## config.mk

```make
export PLATFORM = sky130hd
export DESIGN_NAME = fetch_unit_flat
export DESIGN_NICKNAME = d
export VERILOG_FILES = /design/src/rtl/fetch_unit_if.sv /design/src/rtl/fetch_unit.sv /design/src/flat_wrapper.sv
export SDC_FILE = /design/constraint.sdc
export NUM_CORES = 1
export LEC_CHECK = 0
export ABC_AREA = 1
export CORE_AREA = 2 2 220 222
export DETAILED_ROUTE_END_ITERATION = 7
export DIE_AREA = 0 0 222 224
export DONT_BUFFER_PORTS = 1
export SLEW_MARGIN = 20
export SYNTH_ARGS = -nofsm -noshare
export SYNTH_HDL_FRONTEND = slang
export SYNTH_SLANG_ARGS = --single-unit
```

## constraint.sdc

```tcl
create_clock -name clk -period 6.9 [get_ports clk]
set_clock_uncertainty 0.05 [all_clocks]
set_input_delay 1.38 -clock clk [delete_from_list [all_inputs] [get_ports clk]]
set_output_delay 1.38 -clock clk [all_outputs]
set_load 0.05 [all_outputs]
```

## src/rtl/fetch_unit_if.sv

```systemverilog
// Fetch-unit bus bundle: instruction-memory request/response, redirect input
// and the decode-side valid/ready handshake.
interface fetch_unit_if #(
  parameter int DATA_WIDTH = 32
) ();
  logic                  imem_req_valid;
  logic [DATA_WIDTH-1:0] imem_req_addr;
  logic                  imem_req_ready;
  logic                  imem_rsp_valid;
  logic [DATA_WIDTH-1:0] imem_rsp_data;
  logic                  redirect;
  logic [DATA_WIDTH-1:0] redirect_pc;
  logic                  instr_valid;
  logic                  instr_ready;
  logic [DATA_WIDTH-1:0] instr;
  logic [DATA_WIDTH-1:0] instr_pc;
  logic [DATA_WIDTH-1:0] instr_pc_plus4;

  modport master (
    output imem_req_valid, imem_req_addr,
    input  imem_req_ready, imem_rsp_valid, imem_rsp_data,
    input  redirect, redirect_pc,
    output instr_valid, instr, instr_pc, instr_pc_plus4,
    input  instr_ready
  );

  modport slave (
    input  imem_req_valid, imem_req_addr,
    output imem_req_ready, imem_rsp_valid, imem_rsp_data,
    output redirect, redirect_pc,
    input  instr_valid, instr, instr_pc, instr_pc_plus4,
    output instr_ready
  );
endinterface

```

## src/rtl/fetch_unit.sv

```systemverilog
// Instruction fetch: owns the fetch PC, issues credit-limited in-order requests,
// buffers responses in a small FIFO and flushes on branch/jump redirect.
module fetch_unit #(
  parameter int                    DATA_WIDTH = 32,
  parameter int                    FIFO_DEPTH = 4,
  parameter logic [DATA_WIDTH-1:0] RESET_PC   = '0
) (
  input  logic         clk,
  input  logic         rst_n,
  fetch_unit_if.master bus
);
  localparam int PW = $clog2(FIFO_DEPTH);
  localparam int CW = PW + 1;
  localparam logic [DATA_WIDTH-1:0] WORD = DATA_WIDTH'(4);

  logic [DATA_WIDTH-1:0] fetch_pc, expect_pc, redirect_tgt;
  logic [DATA_WIDTH-1:0] data_q [FIFO_DEPTH];
  logic [DATA_WIDTH-1:0] pc_q   [FIFO_DEPTH];
  logic [PW-1:0]         wr_ptr, rd_ptr;
  logic [CW-1:0]         count, outstanding, discard, rsp_dec;
  logic [CW:0]           inflight;
  logic                  has_credit, fire, rsp_ok, push, pop, head_valid;

  // Credit > 0 expressed as count + outstanding < FIFO_DEPTH, avoiding underflow.
  assign inflight     = {1'b0, count} + {1'b0, outstanding};
  assign has_credit   = inflight < (CW+1)'(FIFO_DEPTH);
  assign redirect_tgt = {bus.redirect_pc[DATA_WIDTH-1:2], 2'b00};

  assign bus.imem_req_valid = rst_n & ~bus.redirect & has_credit;
  assign bus.imem_req_addr  = fetch_pc;
  assign fire       = bus.imem_req_valid & bus.imem_req_ready;
  assign rsp_ok     = bus.imem_rsp_valid & (outstanding != '0);
  assign rsp_dec    = CW'(rsp_ok);
  assign push       = rsp_ok & (discard == '0);
  assign head_valid = count != '0;
  assign pop        = rst_n & head_valid & bus.instr_ready;

  // Head fields come straight from FIFO registers; zeroed while in reset.
  assign bus.instr_valid    = rst_n & head_valid;
  assign bus.instr          = rst_n ? data_q[rd_ptr] : '0;
  assign bus.instr_pc       = rst_n ? pc_q[rd_ptr] : '0;
  assign bus.instr_pc_plus4 = rst_n ? pc_q[rd_ptr] + WORD : '0;

  always_ff @(posedge clk) begin
    if (!rst_n) begin
      fetch_pc    <= RESET_PC;
      expect_pc   <= RESET_PC;
      wr_ptr      <= '0;
      rd_ptr      <= '0;
      count       <= '0;
      outstanding <= '0;
      discard     <= '0;
    end else if (bus.redirect) begin
      // Every request still in flight predates the redirect, so all are stale.
      fetch_pc    <= redirect_tgt;
      expect_pc   <= redirect_tgt;
      wr_ptr      <= '0;
      rd_ptr      <= '0;
      count       <= '0;
      outstanding <= outstanding - rsp_dec;
      discard     <= outstanding - rsp_dec;
    end else begin
      if (fire) fetch_pc <= fetch_pc + WORD;
      outstanding <= outstanding + CW'(fire) - rsp_dec;
      if (rsp_ok && discard != '0) discard <= discard - CW'(1);
      if (push) begin
        expect_pc <= expect_pc + WORD;
        wr_ptr    <= wr_ptr + PW'(1);
      end
      if (pop) rd_ptr <= rd_ptr + PW'(1);
      count <= count + CW'(push) - CW'(pop);
    end
  end

  always_ff @(posedge clk) begin
    if (rst_n && !bus.redirect && push) begin
      data_q[wr_ptr] <= bus.imem_rsp_data;
      pc_q[wr_ptr]   <= expect_pc;
    end
  end
endmodule

```

## src/flat_wrapper.sv

```systemverilog
// flat-port wrapper written by rule: the top's interface ports become plain ports
module fetch_unit_flat 
#(
  parameter int                    DATA_WIDTH = 32,
  parameter int                    FIFO_DEPTH = 4,
  parameter logic [DATA_WIDTH-1:0] RESET_PC   = '0
)
  (clk, rst_n, bus_imem_req_valid, bus_imem_req_addr, bus_imem_req_ready, bus_imem_rsp_valid, bus_imem_rsp_data, bus_redirect, bus_redirect_pc, bus_instr_valid, bus_instr, bus_instr_pc, bus_instr_pc_plus4, bus_instr_ready);
  fetch_unit_if #(.DATA_WIDTH(DATA_WIDTH)) bus_i ();
  input  logic clk;
  input  logic rst_n;
  output wire logic [$bits(bus_i.imem_req_valid)-1:0] bus_imem_req_valid;
  output wire logic [$bits(bus_i.imem_req_addr)-1:0] bus_imem_req_addr;
  input wire logic [$bits(bus_i.imem_req_ready)-1:0] bus_imem_req_ready;
  input wire logic [$bits(bus_i.imem_rsp_valid)-1:0] bus_imem_rsp_valid;
  input wire logic [$bits(bus_i.imem_rsp_data)-1:0] bus_imem_rsp_data;
  input wire logic [$bits(bus_i.redirect)-1:0] bus_redirect;
  input wire logic [$bits(bus_i.redirect_pc)-1:0] bus_redirect_pc;
  output wire logic [$bits(bus_i.instr_valid)-1:0] bus_instr_valid;
  output wire logic [$bits(bus_i.instr)-1:0] bus_instr;
  output wire logic [$bits(bus_i.instr_pc)-1:0] bus_instr_pc;
  output wire logic [$bits(bus_i.instr_pc_plus4)-1:0] bus_instr_pc_plus4;
  input wire logic [$bits(bus_i.instr_ready)-1:0] bus_instr_ready;
  assign bus_imem_req_valid = bus_i.imem_req_valid;
  assign bus_imem_req_addr = bus_i.imem_req_addr;
  assign bus_i.imem_req_ready = bus_imem_req_ready;
  assign bus_i.imem_rsp_valid = bus_imem_rsp_valid;
  assign bus_i.imem_rsp_data = bus_imem_rsp_data;
  assign bus_i.redirect = bus_redirect;
  assign bus_i.redirect_pc = bus_redirect_pc;
  assign bus_instr_valid = bus_i.instr_valid;
  assign bus_instr = bus_i.instr;
  assign bus_instr_pc = bus_i.instr_pc;
  assign bus_instr_pc_plus4 = bus_i.instr_pc_plus4;
  assign bus_i.instr_ready = bus_instr_ready;
  fetch_unit #(.DATA_WIDTH(DATA_WIDTH), .FIFO_DEPTH(FIFO_DEPTH), .RESET_PC(RESET_PC)) u_core (.clk(clk), .rst_n(rst_n), .bus(bus_i));
endmodule
```

Yosys cells after proc, flatten, opt, wreduce, memory -nomap -nowiden
Memory sizes are Yosys's and may differ from the RTL's. A register that Yosys moved wholly into a read port is not among the register bits.
Index checks and enable logic that the tools add are counted.
W data, S select, Z words.
{ "totals": {"regBits": 77, "ram_bits": 256, "inputBits": 70, "output_inout_bits": 130, "elab_cells": 61, "memories": 2} }
{ "memory_table": {"columns": ["memory", "words", "word_bits", "read_ports", "rd_ports_with_merged_regs", "wr", "line_no", "text"], "rows": [
  ["u_core.data_q", 4, 32, 1, 1, 1, "fetch_unit.sv:17", "logic [DATA_WIDTH-1:0] data_q [FIFO_DEPTH];"],
  ["u_core.pc_q", 4, 32, 1, 1, 1, "fetch_unit.sv:18", "logic [DATA_WIDTH-1:0] pc_q [FIFO_DEPTH];"]
]} }
{ "classes": {"addsub": 12, "order_cmp": 1, "n_mux": 16, "n_bitwise": 9, "n_reduce_logical": 12} }
{ "op_table": {"columns": ["operator", "count"], "rows": [
  ["$mux W32", 7],
  ["$add A32 B3 Y32 const B", 3],
  ["$mux W3", 3],
  ["$reduce_bool A3 Y1", 3],
  ["$sub A3 B1 Y3", 3],
  ["$mux W2", 4],
  ["$and A1 B1 Y1", 7],
  ["$add A3 B1 Y3", 2],
  ["$reduce_bool A2 Y1", 3],
  ["$add A2 B1 Y2 const B", 2],
  ["$add A3 B3 Y4", 1],
  ["$lt A4 B3 Y1 const B", 1],
  ["$logic_and A1 B1 Y1", 3],
  ["$logic_not A3 Y1", 1],
  ["$sub A3 B1 Y3 const B", 1],
  ["$mux W1", 2],
  ["$not A1 Y1", 2],
  ["$reduce_or A2 Y1", 1],
  ["$logic_not A1 Y1", 1]
]} }

Depth between registers and ports, before layout
{ "logic_depth": {"word_depth": 7, "depth_mapped": 17, "ltp_nobuf": 15} }

Worst setup path after synthesis
Ideal clock, no wire load.
{ "synth_timing": {"path_type": "in2reg", "start": "in rst_n", "end": "mem u_core.data_q[0][0], enable pin", "setup_ns": 0.482, "arrival_ns": 4.696, "required_ns": 6.368, "slack_ns": 1.672, "stages": 6, "path_buffers": 2, "path_cell_list": "buf_4 nand2_2 nor2_1 inv_1 buf_2 nor2_1"} }
{ "synth_between": {"elab_chain_cells": 4} }
{ "synth_lines": {"columns": ["item", "line_no", "text"], "rows": [
  ["start: declaration", "flat_wrapper.sv:11", "input logic rst_n;"],
  ["$logic_and A1 B1 Y1 (2 in a row)", "fetch_unit.sv:76", "if (rst_n && !bus.redirect && push) begin"],
  ["$mux W1", "fetch_unit.sv:76", null],
  ["$mux W1 (not written as such)", "fetch_unit.sv:77", "data_q[wr_ptr] <= bus.imem_rsp_data;"],
  ["end: declaration", "fetch_unit.sv:17", null]
]} }
Every way passes these cells.

==> results_dict.tcl <==
set metrics [dict create \
    cts_max_level 2 \
    place_congestion 0.899 \
    place_area_um2 16500 \
    post_synth.cell_area_avg_um2 8.48 \
    clk_pin_slew_worst_paths_ps 60 \
    p_int_mw 3.43 \
    aggregate_global_routing_overflow 0 \
    critPathLaunchType "register" \
    num_io_pins 200 \
    avgRoutedWirePerCell_um 17.7 \
    hold_path_startpoint "u_core.rd_ptr[1]" \
    powerDensity_nw_per_um2 267 \
    relSlewSlack 0.214 \
    final_core_util 0.374 \
    drv_slew 0 \
    cts.root.buffer_cell "sky130_fd_sc_hd__clkbuf_16" \
    number_of_distinct_library_cells_after_synthesis 43 \
    critPathBufInv 2 \
    synth-seq-area-share 0.560 \
    core_um2 47300 \
    timing_worst_slew_pin_value_ps 1180 \
    timing.critical_path.slowest_cell_delay_ps 800 \
    floorplan.die.width_um 222 \
    min_path_cells 2 \
    worst_ir_drop_vdd_v 0.000152 \
    yosysWarnings 0 \
    dp_hpwl_um 29900 \
    final_clock_period_utilization_by_the_worst_path 0.834 \
    die_area_um2 49700 \
    total_vias_in_the_final_route 12568 \
    avgViaCountPerCell 5.01 \
    status "finished, final reports clean" \
    p_sw_mw 1.29 \
    worst_r2r_path_cells 9 \
    primary_ff_master_synth "sky130_fd_sc_hd__edfxtp_1" \
    timing.reg2reg.setup_slack_ps 3480 \
    detail_route.first_pass.iterations 5 \
    ant_nets 0 \
    place.detailed.instances 2443 \
    hold-worst-slack_ps 424 \
    clock_sink_count 323 \
    drcViolationCount 0 \
    sequential_cell_area_um2 8950 \
    r2r_endpoint "u_core.data_q[1][9]" \
    fmax_mhz 174 \
    cellLeakagePower_nw 6.86 \
    synth_cells 1887 \
    cts_resized 0 \
    critical-path-slowest-cell "sky130_fd_sc_hd__dfxtp_4" \
    finish.cell_count_without_fillers 2508 \
    final_layout_size_suffix_gt1_frac 0.0629 \
    timing.critical_path.mode_cell "sky130_fd_sc_hd__nand2_1" \
    cts_made_buffers 37 \
    detail_route.iter0.violations 900 \
    design_area_um2 17700 \
    clock_latency_ps 540 \
    diodes 0 \
    totalNegativeSetupSlack_ps 0 \
    worstPathArrival_ps 4320 \
    crit_path_end_kind "output pin" \
    floorplan.initialDensity 0.338 \
    clockBufferDepth 3 \
    share_seq_of_total_power 0.484 \
    area_growth_pct 10.7 \
    worst_path_required_time_ps 5470 \
    p_sw_frac 0.273 \
    final-hold-violation-count 0 \
    grt_pass1_vias 11620 \
    hold_class "reg -> reg" \
    post-cts-setup-buffer-count 0 \
    power_frac_comb 0.113 \
    fp.dieH_um 224 \
    worst_path_cell_trace "inv_6, nand2_1, o211ai_1, nand2_1, ha_1, inv_1, nor2_2, nand2_1, nor2_2, nand2_1, nor2_1, nor2_1, nor2_1" \
    final-setup-viol-count 0 \
    tritoncts "built" \
    port_buffers 0 \
    multi_input_area_um2 6050 \
    net_count_final 1956 \
    path_delay_family "simple AND/OR/NAND/NOR gates" \
    critical_path_class "reg -> out" \
    path_max_fanout 132 \
    cts_hold_buf 0 \
    power_share_of_the_clock_group 0.403 \
    ys_seq_elements 323 \
    placement_rows 80 \
    synth-edff-count 248 \
    syn-cell-area_um2 16000 \
    maxCapViolCount 0 \
    grt_antenna_before_repair 0 \
    grt_first_pass_wirelength_um 68000 \
    asyncSetResetFlopFracSynth 0 \
    postRouteWirelength_um 44400 \
    worst_r2r_startpoint "u_core.outstanding[2]" \
    nFillCells 4718 \
    grt_start_max_net_pins 133 \
    period_needed_ps 5750 \
    grtUsageTotal 0.176 \
    rsz_0062_raised_after_global_routing "no" \
]
[synth_stat cells (2+ instances only)]
cell type	n	area, um^2
sky130_fd_sc_hd__xor2_1	14	123
sky130_fd_sc_hd__nor2_4	4	45.0
sky130_fd_sc_hd__ha_1	17	213
sky130_fd_sc_hd__o21ai_0	134	671
sky130_fd_sc_hd__buf_2	19	95.1
sky130_fd_sc_hd__dfxtp_1	75	1500
sky130_fd_sc_hd__nor2_2	8	50.1
sky130_fd_sc_hd__edfxtp_1	248	7450
sky130_fd_sc_hd__a21oi_1	90	450
sky130_fd_sc_hd__buf_4	16	120
sky130_fd_sc_hd__inv_1	150	563
sky130_fd_sc_hd__o311ai_0	2	17.5
sky130_fd_sc_hd__nand2_2	13	81.3
sky130_fd_sc_hd__o22ai_1	2	12.5
sky130_fd_sc_hd__o211ai_1	4	30.0
sky130_fd_sc_hd__or2_2	4	25.0
sky130_fd_sc_hd__fa_1	2	40.0
sky130_fd_sc_hd__nand4_1	15	93.8
sky130_fd_sc_hd__clkinv_1	4	15.0
sky130_fd_sc_hd__xnor2_1	4	35.0
sky130_fd_sc_hd__buf_6	6	67.6
sky130_fd_sc_hd__a31oi_1	17	106
sky130_fd_sc_hd__clkbuf_1	32	120
sky130_fd_sc_hd__nand2_1	524	1970
sky130_fd_sc_hd__nor3_1	20	100
sky130_fd_sc_hd__o21bai_1	4	30.0
sky130_fd_sc_hd__nor2_1	283	1060
sky130_fd_sc_hd__buf_1	8	30.0
sky130_fd_sc_hd__nand3_1	152	761
sky130_fd_sc_hd__inv_2	3	11.3
[placed cells by master, fill, tap and decap left out, types with 3 or more instances in the layout]
cell,n
sky130_fd_sc_hd__nand2_2,13
sky130_fd_sc_hd__o21bai_1,4
sky130_fd_sc_hd__o21ai_0,134
sky130_fd_sc_hd__a21oi_1,87
sky130_fd_sc_hd__nor2_4,8
sky130_fd_sc_hd__clkinv_1,8
sky130_fd_sc_hd__clkbuf_8,4
sky130_fd_sc_hd__xnor2_1,4
sky130_fd_sc_hd__inv_1,149
sky130_fd_sc_hd__clkinv_4,3
sky130_fd_sc_hd__o211ai_1,4
sky130_fd_sc_hd__clkbuf_16,40
sky130_fd_sc_hd__buf_4,19
sky130_fd_sc_hd__edfxtp_1,248
sky130_fd_sc_hd__clkbuf_1,6
sky130_fd_sc_hd__nand4_1,15
sky130_fd_sc_hd__nand3_1,152
sky130_fd_sc_hd__a21oi_2,3
sky130_fd_sc_hd__ha_1,17
sky130_fd_sc_hd__clkinv_2,3
sky130_fd_sc_hd__or2_2,4
sky130_fd_sc_hd__a31oi_1,17
sky130_fd_sc_hd__inv_2,4
sky130_fd_sc_hd__nor3_1,20
sky130_fd_sc_hd__dfxtp_1,73
sky130_fd_sc_hd__xor2_1,14
sky130_fd_sc_hd__conb_1,6
sky130_fd_sc_hd__nor2_2,8
sky130_fd_sc_hd__nor2_1,279
sky130_fd_sc_hd__nand2_1,524
[through the flow]
stage / worst slack, ps / power (mW)
2_1_floorplan: 1670 / 2.73
3_3_place_gp: 1780 / 2.85
3_5_place_dp: 1700 / 2.86
4_1_cts: 1120 / 4.77
5_1_grt: 765 / 4.92
6_report: 1150 / 4.72
[area by class of cell]
cell class                      count  area share
Clock inverter                     15     0.00643
Sequential cell                   323       0.506
Multi-Input combinational cell   1328       0.342
Tap cell                          615      0.0434
Inverter                          158      0.0339
Clock buffer                       50      0.0609
Timing Repair Buffer               19     0.00805
[worst register-to-register path, delay by kind of cell, from the launching register on]
| family | cells | cell delay, ps |
|---|---|---|
| buffers and inverters | 3 | 1060 |
| DFF | 1 | 410 |
| and+or+nand+nor | 6 | 1530 |
[state kept, by name, summed over array words and instances (netlist names), named ones only]
register	count
u_core.rd_ptr	2
u_core.pc_q	120
u_core.count	3
u_core.bus.imem_req_addr	30
u_core.data_q	128
u_core.wr_ptr	2
u_core.outstanding	3
u_core.expect_pc	30
u_core.discard	3
[cell families (layout without fill, tap and decap cells)]
| logic type | count (synthesis) | after routing | synth area share |
|---|---|---|---|
| DFF | 323 | 323 | 0.560 |
| adders and majority gates | 19 | 19 | 0.0158 |
| muxes | 1 | 1 | 0.000626 |
| other | 1 | 6 | 0.000234 |
| buffers and inverters | 241 | 242 | 0.0657 |
| AOI/OAI and AO/OA | 258 | 258 | 0.0850 |
| and+or+nand+nor | 1026 | 1026 | 0.263 |
| xor gates and xnor gates | 18 | 18 | 0.00986 |
[power groups by stage]
| stage | combinational (mW) | sequential, mW | clock [mW] |
|---|---|---|---|
| 2_1_floorplan | 0.435 | 2.30 | 0 |
| 3_3_place_gp | 0.525 | 2.32 | 0 |
| 3_5_place_dp | 0.537 | 2.33 | 0 |
| 4_1_cts | 0.539 | 2.28 | 1.95 |
| 5_1_grt | 0.596 | 2.30 | 2.03 |
| 6_report | 0.535 | 2.29 | 1.90 |
[worst max-delay path by stage]
stage	from	to	slack, ps	depth (start not counted)
final	register	bus_instr_pc_plus4[20]	1150	13
after global routing	register	bus_instr_pc_plus4[20]	770	13
after CTS	register	bus_instr_pc_plus4[20]	1120	13
after detailed placement	register	bus_instr_pc_plus4[20]	1700	13
after global placement	register	bus_instr_pc_plus4[20]	1780	13
after floorplan	rst_n	u_core.data_q[0][0]	1670	6
[layer usage]
metal / wire (um) / up-vias / part of all wire / GRT usage
met3: 3250 / 62 / 0.073 / 0.0400
li1: - / 6218 / - / -
met2: 20400 / 396 / 0.46 / 0.280
met5: 0 / - / 0 / 0
met1: 19800 / 5892 / 0.45 / 0.242
met4: 960 / 0 / 0.022 / 0.0495
Power figures use the tool's default switching activity.
